<file path="src/rtl/sdio_func_sram_ctrl.sv">
// SDIO per-function SRAM access controller.
// Serves single-byte CMD52/CMD53 accesses to one of NUM_FUNC SRAM banks.
// Each access runs SETUP -> ACCESS (WAIT_CYCLES) -> DONE, and ack/err are
// reported one cycle after DONE. Every output is registered.
module sdio_func_sram_ctrl #(
  parameter int NUM_FUNC    = 7,
  parameter int ADDR_W      = 17,
  parameter int DATA_W      = 8,
  parameter int WAIT_CYCLES = 1
) (
  input  logic                         clk,
  input  logic                         reset,
  input  logic [2:0]                   cmd52_53_func_num,
  input  logic [NUM_FUNC-1:0]          io_en_func,
  input  logic                         sram_onn,
  input  logic                         req,
  input  logic                         wr,
  input  logic [ADDR_W-1:0]            addr,
  input  logic [DATA_W-1:0]            wdata,
  output logic                         busy,
  output logic                         ack,
  output logic                         err,
  output logic [DATA_W-1:0]            rdata,
  output logic [NUM_FUNC-1:0]          sram_csn,
  output logic                         sram_wen,
  output logic                         sram_oen,
  output logic [ADDR_W-1:0]            sram_addr,
  output logic [DATA_W-1:0]            sram_dout,
  input  logic [NUM_FUNC*DATA_W-1:0]   sram_din
);

  typedef enum logic [1:0] {IDLE, SETUP, ACCESS, DONE} state_t;

  state_t              state;
  logic [3:0]          wait_cnt;
  logic                wr_q;
  logic [2:0]          func_q;
  logic                err_q;

  logic                req_valid;
  logic [NUM_FUNC-1:0] csn_dec;
  logic [DATA_W-1:0]   rd_sel;

  // Decode the incoming function number into a chip-select pattern and a validity flag.
  always_comb begin
    // NOTE: every signal assigned here gets a default first, so no path leaves it unassigned and no latch is inferred.
    req_valid = 1'b0;
    csn_dec   = '1;
    for (int k = 0; k < NUM_FUNC; k++) begin
      if (cmd52_53_func_num == 3'(k + 1)) begin
        csn_dec[k] = 1'b0;
        req_valid  = io_en_func[k];
      end
    end
    if (sram_onn) req_valid = 1'b0;
  end

  // Select the read data of the bank latched with the request.
  always_comb begin
    rd_sel = '0;
    for (int k = 0; k < NUM_FUNC; k++) begin
      if (func_q == 3'(k + 1)) rd_sel = sram_din[k*DATA_W +: DATA_W];
    end
  end

  // Access sequencer: state, SRAM strobes and the ack/err handshake.
  always_ff @(posedge clk) begin
    // NOTE: non-blocking assignments only, so every register samples the pre-edge values of the others.
    if (reset) begin
      state     <= IDLE;
      wait_cnt  <= '0;
      wr_q      <= 1'b0;
      func_q    <= '0;
      err_q     <= 1'b0;
      busy      <= 1'b0;
      ack       <= 1'b0;
      err       <= 1'b0;
      rdata     <= '0;
      sram_csn  <= '1;
      sram_wen  <= 1'b1;
      sram_oen  <= 1'b1;
      sram_addr <= '0;
      sram_dout <= '0;
    end else begin
      ack <= 1'b0;
      err <= 1'b0;
      case (state)
        IDLE: begin
          if (req) begin
            wr_q   <= wr;
            func_q <= cmd52_53_func_num;
            busy   <= 1'b1;
            if (req_valid) begin
              state     <= SETUP;
              err_q     <= 1'b0;
              sram_addr <= addr;
              sram_dout <= wdata;
              sram_csn  <= csn_dec;
            end else begin
              // Rejected: report straight away; a rejected read clears rdata.
              state <= DONE;
              err_q <= 1'b1;
              if (!wr) rdata <= '0;
            end
          end
        end
        SETUP: begin
          if (sram_onn) begin
            state    <= DONE;
            err_q    <= 1'b1;
            sram_csn <= '1;
          end else begin
            state    <= ACCESS;
            wait_cnt <= 4'(WAIT_CYCLES - 1);
            sram_wen <= ~wr_q;
            sram_oen <= wr_q;
          end
        end
        ACCESS: begin
          // The global disable wins even on the final strobe cycle; rdata is left untouched.
          if (sram_onn) begin
            state    <= DONE;
            err_q    <= 1'b1;
            sram_csn <= '1;
            sram_wen <= 1'b1;
            sram_oen <= 1'b1;
          end else if (wait_cnt == 4'd0) begin
            if (!wr_q) rdata <= rd_sel;
            state    <= DONE;
            sram_csn <= '1;
            sram_wen <= 1'b1;
            sram_oen <= 1'b1;
          end else begin
            wait_cnt <= wait_cnt - 4'd1;
          end
        end
        DONE: begin
          state <= IDLE;
          busy  <= 1'b0;
          ack   <= 1'b1;
          err   <= err_q;
        end
        default: state <= IDLE;
      endcase
    end
  end

endmodule
</file>
<file path="config.mk">
export PLATFORM = sky130hd
export DESIGN_NAME = sdio_func_sram_ctrl
export DESIGN_NICKNAME = d
export VERILOG_FILES = /design/src/rtl/sdio_func_sram_ctrl.sv
export SDC_FILE = /design/constraint.sdc
export NUM_CORES = 1
export LEC_CHECK = 0
export CAP_MARGIN = 25
export CORE_MARGIN = 5
export CORE_UTILIZATION = 44
export DETAILED_ROUTE_END_ITERATION = 8
export HOLD_SLACK_MARGIN = 0.1
export PLACE_DENSITY = 0.86
export SYNTH_ARGS = -nofsm -noshare
export SYNTH_HDL_FRONTEND = slang
export SYNTH_SLANG_ARGS = --single-unit
</file>
<file path="constraint.sdc">
create_clock -name clk -period 3.32 [get_ports clk]
set_input_delay 0.664 -clock clk [delete_from_list [all_inputs] [get_ports clk]]
set_output_delay 0.664 -clock clk [all_outputs]
set_load 0.01 [all_outputs]
</file>
==> metrics.txt, run 1 <==
hpwl dp 6747 um; Starting Density 0.4600; Die ar. 8452 um2; fin area roughly 4500 um2; sequential share of the synthesized area 0.3795; status finished clean; DRC 0; gp weighted congestion about 0.86; commonest non-fill, non-tap cell in the layout clkdlybuf4s50_1; setup TNS 0 ns; first-pass GRT wire length 13,940 um; Clk pwr share 0.186; crit path max-delay cell type clkdlybuf4s50_1; share of cells above drive strength 1 0.07795; GRT Util Overall 0.2011; critical path peak fanout 12; CTS tree done; Layout Nets between 500 and 600; max_cap viols 0; DP Area approximately 4400 um2; crit path capture type flop; CP Cell Sequence clkdlybuf4s50_1 -> nand3_1 -> o311ai_0 -> a211oi_2 -> o21ai_4 -> mux2i_1; initial antenna violation count 0; WHS a little under 0.5 ns; Placement Setup Slack 0.4912 ns; final period utilization 0.7608; Die H 91.94 um; Leak Pwr 0.001816 uW; Root Buffer clkbuf_8; Period minus WS final roughly 2.5 ns; final setup margin 0.7942 ns; Ys Warns 0; H-tree depth 2; Net Switching approximately 760 uW; vias roughly 2.8k; total CTS buffers 5; fin cells around 530; CP bufs+invs 1; clk_lat worst skew 0.31 ns; Fin. Hold Viols 0; number of flops mapped to enable cells by yosys 0; Worst slew margin 0.3476; Worst EP required 3.56 ns; hold crit path type flop to flop; antenna viol nets, final 0; Most used DFF post-synth dfxtp_1; WL/cell 16.64 um; boundary pin count ~140; power per cell area 481.1 nW/um2; most frequent cells in the layout clkdlybuf4s50_1 (139), dfxtp_1 (56), nor2_1 (49); core area approximately 6400 um2; Post-Synthesis Cells approximately 320; # clock sinks 56; vias in the first global route about 2.9k; CP Class primary input to flop; Synth Net Count around 430; CTS resizes 0; Pint 1386 uW; worst slew pin tran just under 1 ns; routed wire length just under 9000 um; delay-heaviest family, CP compound AO/OA/AOI/OAI gates; Via density about 5.4; ANT cells 0; Setup Viol. Count Final 0; Row Count 29; share of power burned in registers 0.377; # port buffers 140; setup bufs post-CTS 0; Gate power share 0.437; Slew Limit Fails 0; Seq cells post-synth 56; Clock Skews around 0.0067 ns; CTS clock-pin slew for the worst setup and hold paths approximately 0.10 ns; Netlist cell types 42; largest net degree at the start of global routing 60; Clock Path Buffers 2; Crit path largest cell delay 0.75 ns; drt initial violations 207; Post-Syn Area between 2000 and 3000 um2; Layout area overhead 50.70%; Avg Cell Area, Syn roughly 9 um2; grt ovf 0; Data arrival, critical path around 2.8 ns; worst vdd ir a little under 300 uV; async set-reset flop share out of synthesis 0; RSZ-0062 raised after global routing no; CTS Hold Bufs 0; Setup crit start kind primary input; Cells after DPL 518; 1st-pass router iterations 5; Sw Ratio 0.3528; Fmax 0.3959 GHz; Die X about 92 um
[Yosys cell counts, drive strengths merged, types with 2 or more instances]
cell type	number	area, um2
ha	6	75.07
clkbuf	12	45.04
a211oi	3	40.04
o211ai	9	72.57
nor2	49	183.9
o22ai	8	50.05
inv	9	33.78
a21oi	22	110.1
dfxtp	56	1121
mux2i	44	440.4
mux2	17	191.4
buf	13	91.33
or3	2	12.51
nand2b	16	107.6
nor2b	5	31.28
o21ai	3	26.27
nand3b	2	15.01
a221oi	8	70.07
a31oi	2	12.51
nand2	9	33.78
nand3	8	40.04
nand4bb	2	22.52
nor3	8	40.04
xnor2	2	17.52
[power by group through the flow]
stage / combinational (uW) / sequential (uW) / clock [uW]
after global routing: 1010 / 820 / 437
after floorplan: 616 / 811 / 0
after CTS: 935 / 809 / 405
after detailed placement: 929 / 823 / 0
after global placement: 913 / 819 / 0
final: 935 / 808 / 398
[path summary, 6_finish.rpt]
kind / start / endpoint / slack [ns] / cells after the start
max: cmd52_53_func_num[0] / rdata[0] / 0.79 / 6
min: rdata[6] / rdata[6] / 0.48 / 2
max reg2reg: state[0] / sram_csn[0] / 0.82 / 7
min reg2reg: rdata[6] / rdata[6] / 0.48 / 2
[cell families after synthesis]
| family | share of synthesized area |
|---|---|
| buffers and inverters | 0.05760 |
| DFF | 0.3795 |
| and+or+nand+nor | 0.1766 |
| adders and majority gates | 0.02541 |
| AOI/OAI and AO/OA | 0.1410 |
| muxes | 0.2139 |
| xor gates and xnor gates | 0.005931 |
[worst reg2reg max path: stages, from the launching register on]
cell and delay (ns):
dfxtp_1 0.35, inv_1 0.14, ha_1 0.57, nand2_1 0.30, nor3_1 0.22, a21oi_1 0.10
a211oi_4 0.52, mux2i_1 0.24
[cell type report]
cell class	count	area, um2
fill	521	1971
multi-input combinational	234	1680
timing repair buffer	142	1424
sequential	56	1121
tap	77	96.34
clock buffer	6	82.58
inverter	9	33.78
clock inverter	2	13.76
[stage by stage]
stage                 util  total power, uW
CTS                 0.6932             2148
global placement    0.6782             1732
detailed placement  0.6782             1752
floorplan                -             1427
global route        0.6932             2264
finish              0.6932             2142
[state kept, by name (all words and copies together) (netlist names), 2 cells and up]
signal	cells
sram_dout	8
sram_addr	17
rdata	8
wait_cnt	4
sram_csn	7
func_q	3
state	2
[layer usage]
| layer | share of wire | GRT usage |
|---|---|---|
| met1 | 0.42 | 0.2327 |
| met2 | 0.45 | 0.3431 |
| met3 | 0.11 | 0.07856 |
| met4 | 0.016 | 0.06188 |
| met5 | 0 | 0 |
(Power assumes the default switching activity.)
==> inputs of run 2 (changes only) <==
CORE_UTILIZATION = 37   (was 44)
PLACE_DENSITY = 0.77   (was 0.86)
clock period = 2 ns   (was 3.32 ns; I/O delays follow)
==> run 2 against run 1 <==
Critical endpoint is now sram_addr[13]. Flip-flop and latch count unchanged. Register-to-register slack worse by 0.72 ns. Sequential power up 65%. Largest power group unchanged. Combinational power up 99%. Cell area up 7.2%. First-iteration DRC count down 59%.
==> metrics.txt, run 2 (synthesized netlist as in run 1, its figures left out) <==
status finished clean; 1st-pass router iterations 4 (-1); Worst slew margin 0.6338 (+0.2862); max reg flops 17 (unchanged); register area 1122 um2 (+0.11%); Layout Nets 574 (+4.4%); CTS tree done; DRC 0 (unchanged); Worst EP required 2.21 ns (-1.35 ns); boundary pin count 141 (unchanged); worst slew pin tran 0.5486 ns (-0.4301 ns); worst vdd ir 467.9 uV (+59%); hold path depth 1 (-1); grt ovf 0 (unchanged); most frequent cells in the layout clkdlybuf4s50_1 (139), dfxtp_1 (55), nor2_1 (49); Starting Density 0.3803 (-0.07965); largest net degree at the start of global routing 43 (-28%); Die X 99.36 um (+8.1%); largest register by flop count sram_addr; Layout area overhead 61.50%; gp weighted congestion 0.8852 (+3.1%); vias 2,881 (+1.9%); initial antenna violation count 0 (unchanged); Setup crit start kind primary input; max_cap viols 0 (unchanged); Die H 99.36 um (+8.1%); Crit path largest cell delay 0.50 ns (-0.25 ns); share of cells above drive strength 1 0.1353 (+0.05736); # port buffers 140 (unchanged); Fmax approximately 0.52 GHz; antenna viol nets, final 0 (unchanged); core area 7767 um2 (+21%); total CTS buffers 5 (unchanged); Multi-input gate area 1707 um2 (+1.6%); Row Count 32 (+10%); hold crit path type flop to flop; crit path capture type flop; fillcell total 666 (+28%); CP Cell Sequence clkdlybuf4s50_1 -> buf_4 -> nand4bb_1 -> o211ai_4 -> o2111ai_4 -> clkbuf_16 -> mux2i_1 -> nor2_1; vias in the first global route 2,951 (+2.7%); Pwr Total 3981 uW (+86%); commonest non-fill, non-tap cell in the layout clkdlybuf4s50_1; worst r2r path cells 8 (+1); setup TNS 0 ns (unchanged); Fin. Hold Viols 0 (unchanged); Data arrival, critical path 2.14 ns (-0.62 ns); hpwl dp 6840 um (+1.4%); CTS clock-pin slew for the worst setup and hold paths 0.10 ns (about the same); routed wire length 8716 um (-0.43%); fin cells 575 (+9.3%); GRT Util Overall 0.1700 (-0.03110); H-tree depth 2 (unchanged); first-pass GRT wire length 13,850 um (-0.65%); Cells after DPL 566 (+9.3%); final period utilization 0.9656; Placement Setup Slack -0.2795 ns (-0.7707 ns); biggest regs sram_addr x17, rdata x8, sram_dout x8; Slew Limit Fails 0 (unchanged); Root Buffer clkbuf_8; power per cell area 834.5 nW/um2 (+73%); WL/cell 15.16 um (-8.9%); Period minus WS final 1.931 ns; Leak Pwr 0.001960 uW (+8.0%); drt initial violations 85 (-59%); crit path max-delay cell type clkdlybuf4s50_1; CTS Hold Bufs 0 (unchanged); Clock Path Buffers 2 (unchanged); final setup margin 0.06871 ns (-0.7255 ns); clk_lat worst skew 0.31 ns (about the same); critical path peak fanout 13 (+1); Setup Viol. Count Final 0 (unchanged); RSZ-0062 raised after global routing no; ANT cells 0 (unchanged); # clock sinks 56 (unchanged); CP Class primary input to flop; Die ar. 9871 um2 (+17%); Via density 5.010 (-6.8%); Clock Skews 0.003393 ns (-0.003330 ns)
[run 2: per-layer routing]
layer  track usage  wire length [um]  up-vias
met3       0.05891               734       10
met1        0.2009              3779     1319
li1              -                 -     1438
met5             0                 0        -
met2        0.2955              4083      114
met4       0.04097               118        0
[run 2: worst paths after layout]
path                                      startpoint             to  slack, ns
worst min register to register                 err_q            err       0.47
worst min-delay path                           err_q            err       0.47
worst max register to register           wait_cnt[1]       rdata[4]       0.10
worst max-delay path            cmd52_53_func_num[2]  sram_addr[13]       0.07
[run 2: metrics by stage]
step	hold WS (ns)	area, um2	utilization
2_1_floorplan	0.4306	2954	-
3_3_place_gp	0.4512	4597	0.5918
3_5_place_dp	0.4534	4597	0.5918
4_1_cts	0.4729	4718	0.6074
5_1_grt	0.4815	4771	0.6142
6_report	0.4735	4771	0.6142
[run 2: critical path, delay by kind of cell]
kind                   cells  cell delay (ns)
AO/OA/AOI/OAI              2             0.38
buffers and inverters      3             0.92
multiplexers               1             0.20
AND/OR/NAND/NOR            2             0.23
[run 2: power by group]
part / total (uW) / switching [uW] / internal (uW)
Combinational: 1860 / 833 / 1030
Sequential: 1330 / 102 / 1230
Clock: 787 / 377 / 410
[run 2: layout make-up]
cell class / instances / area share
Tap cell: 102 / 0.02675
Sequential cell: 56 / 0.2352
Inverter: 9 / 0.007081
Timing Repair Buffer: 166 / 0.3478
Clock inverter: 2 / 0.008130
Clock buffer: 6 / 0.01731
Multi-Input combinational cell: 234 / 0.3577
[run 2: repair_timing]
| action | CTS | global route |
|---|---|---|
| setup endpoints to repair | 0 | 18 |
| endpoints found under the hold margin | 0 | 0 |
| gates resized for setup | 0 | 7 |
| setup buffers | 0 | 0 |
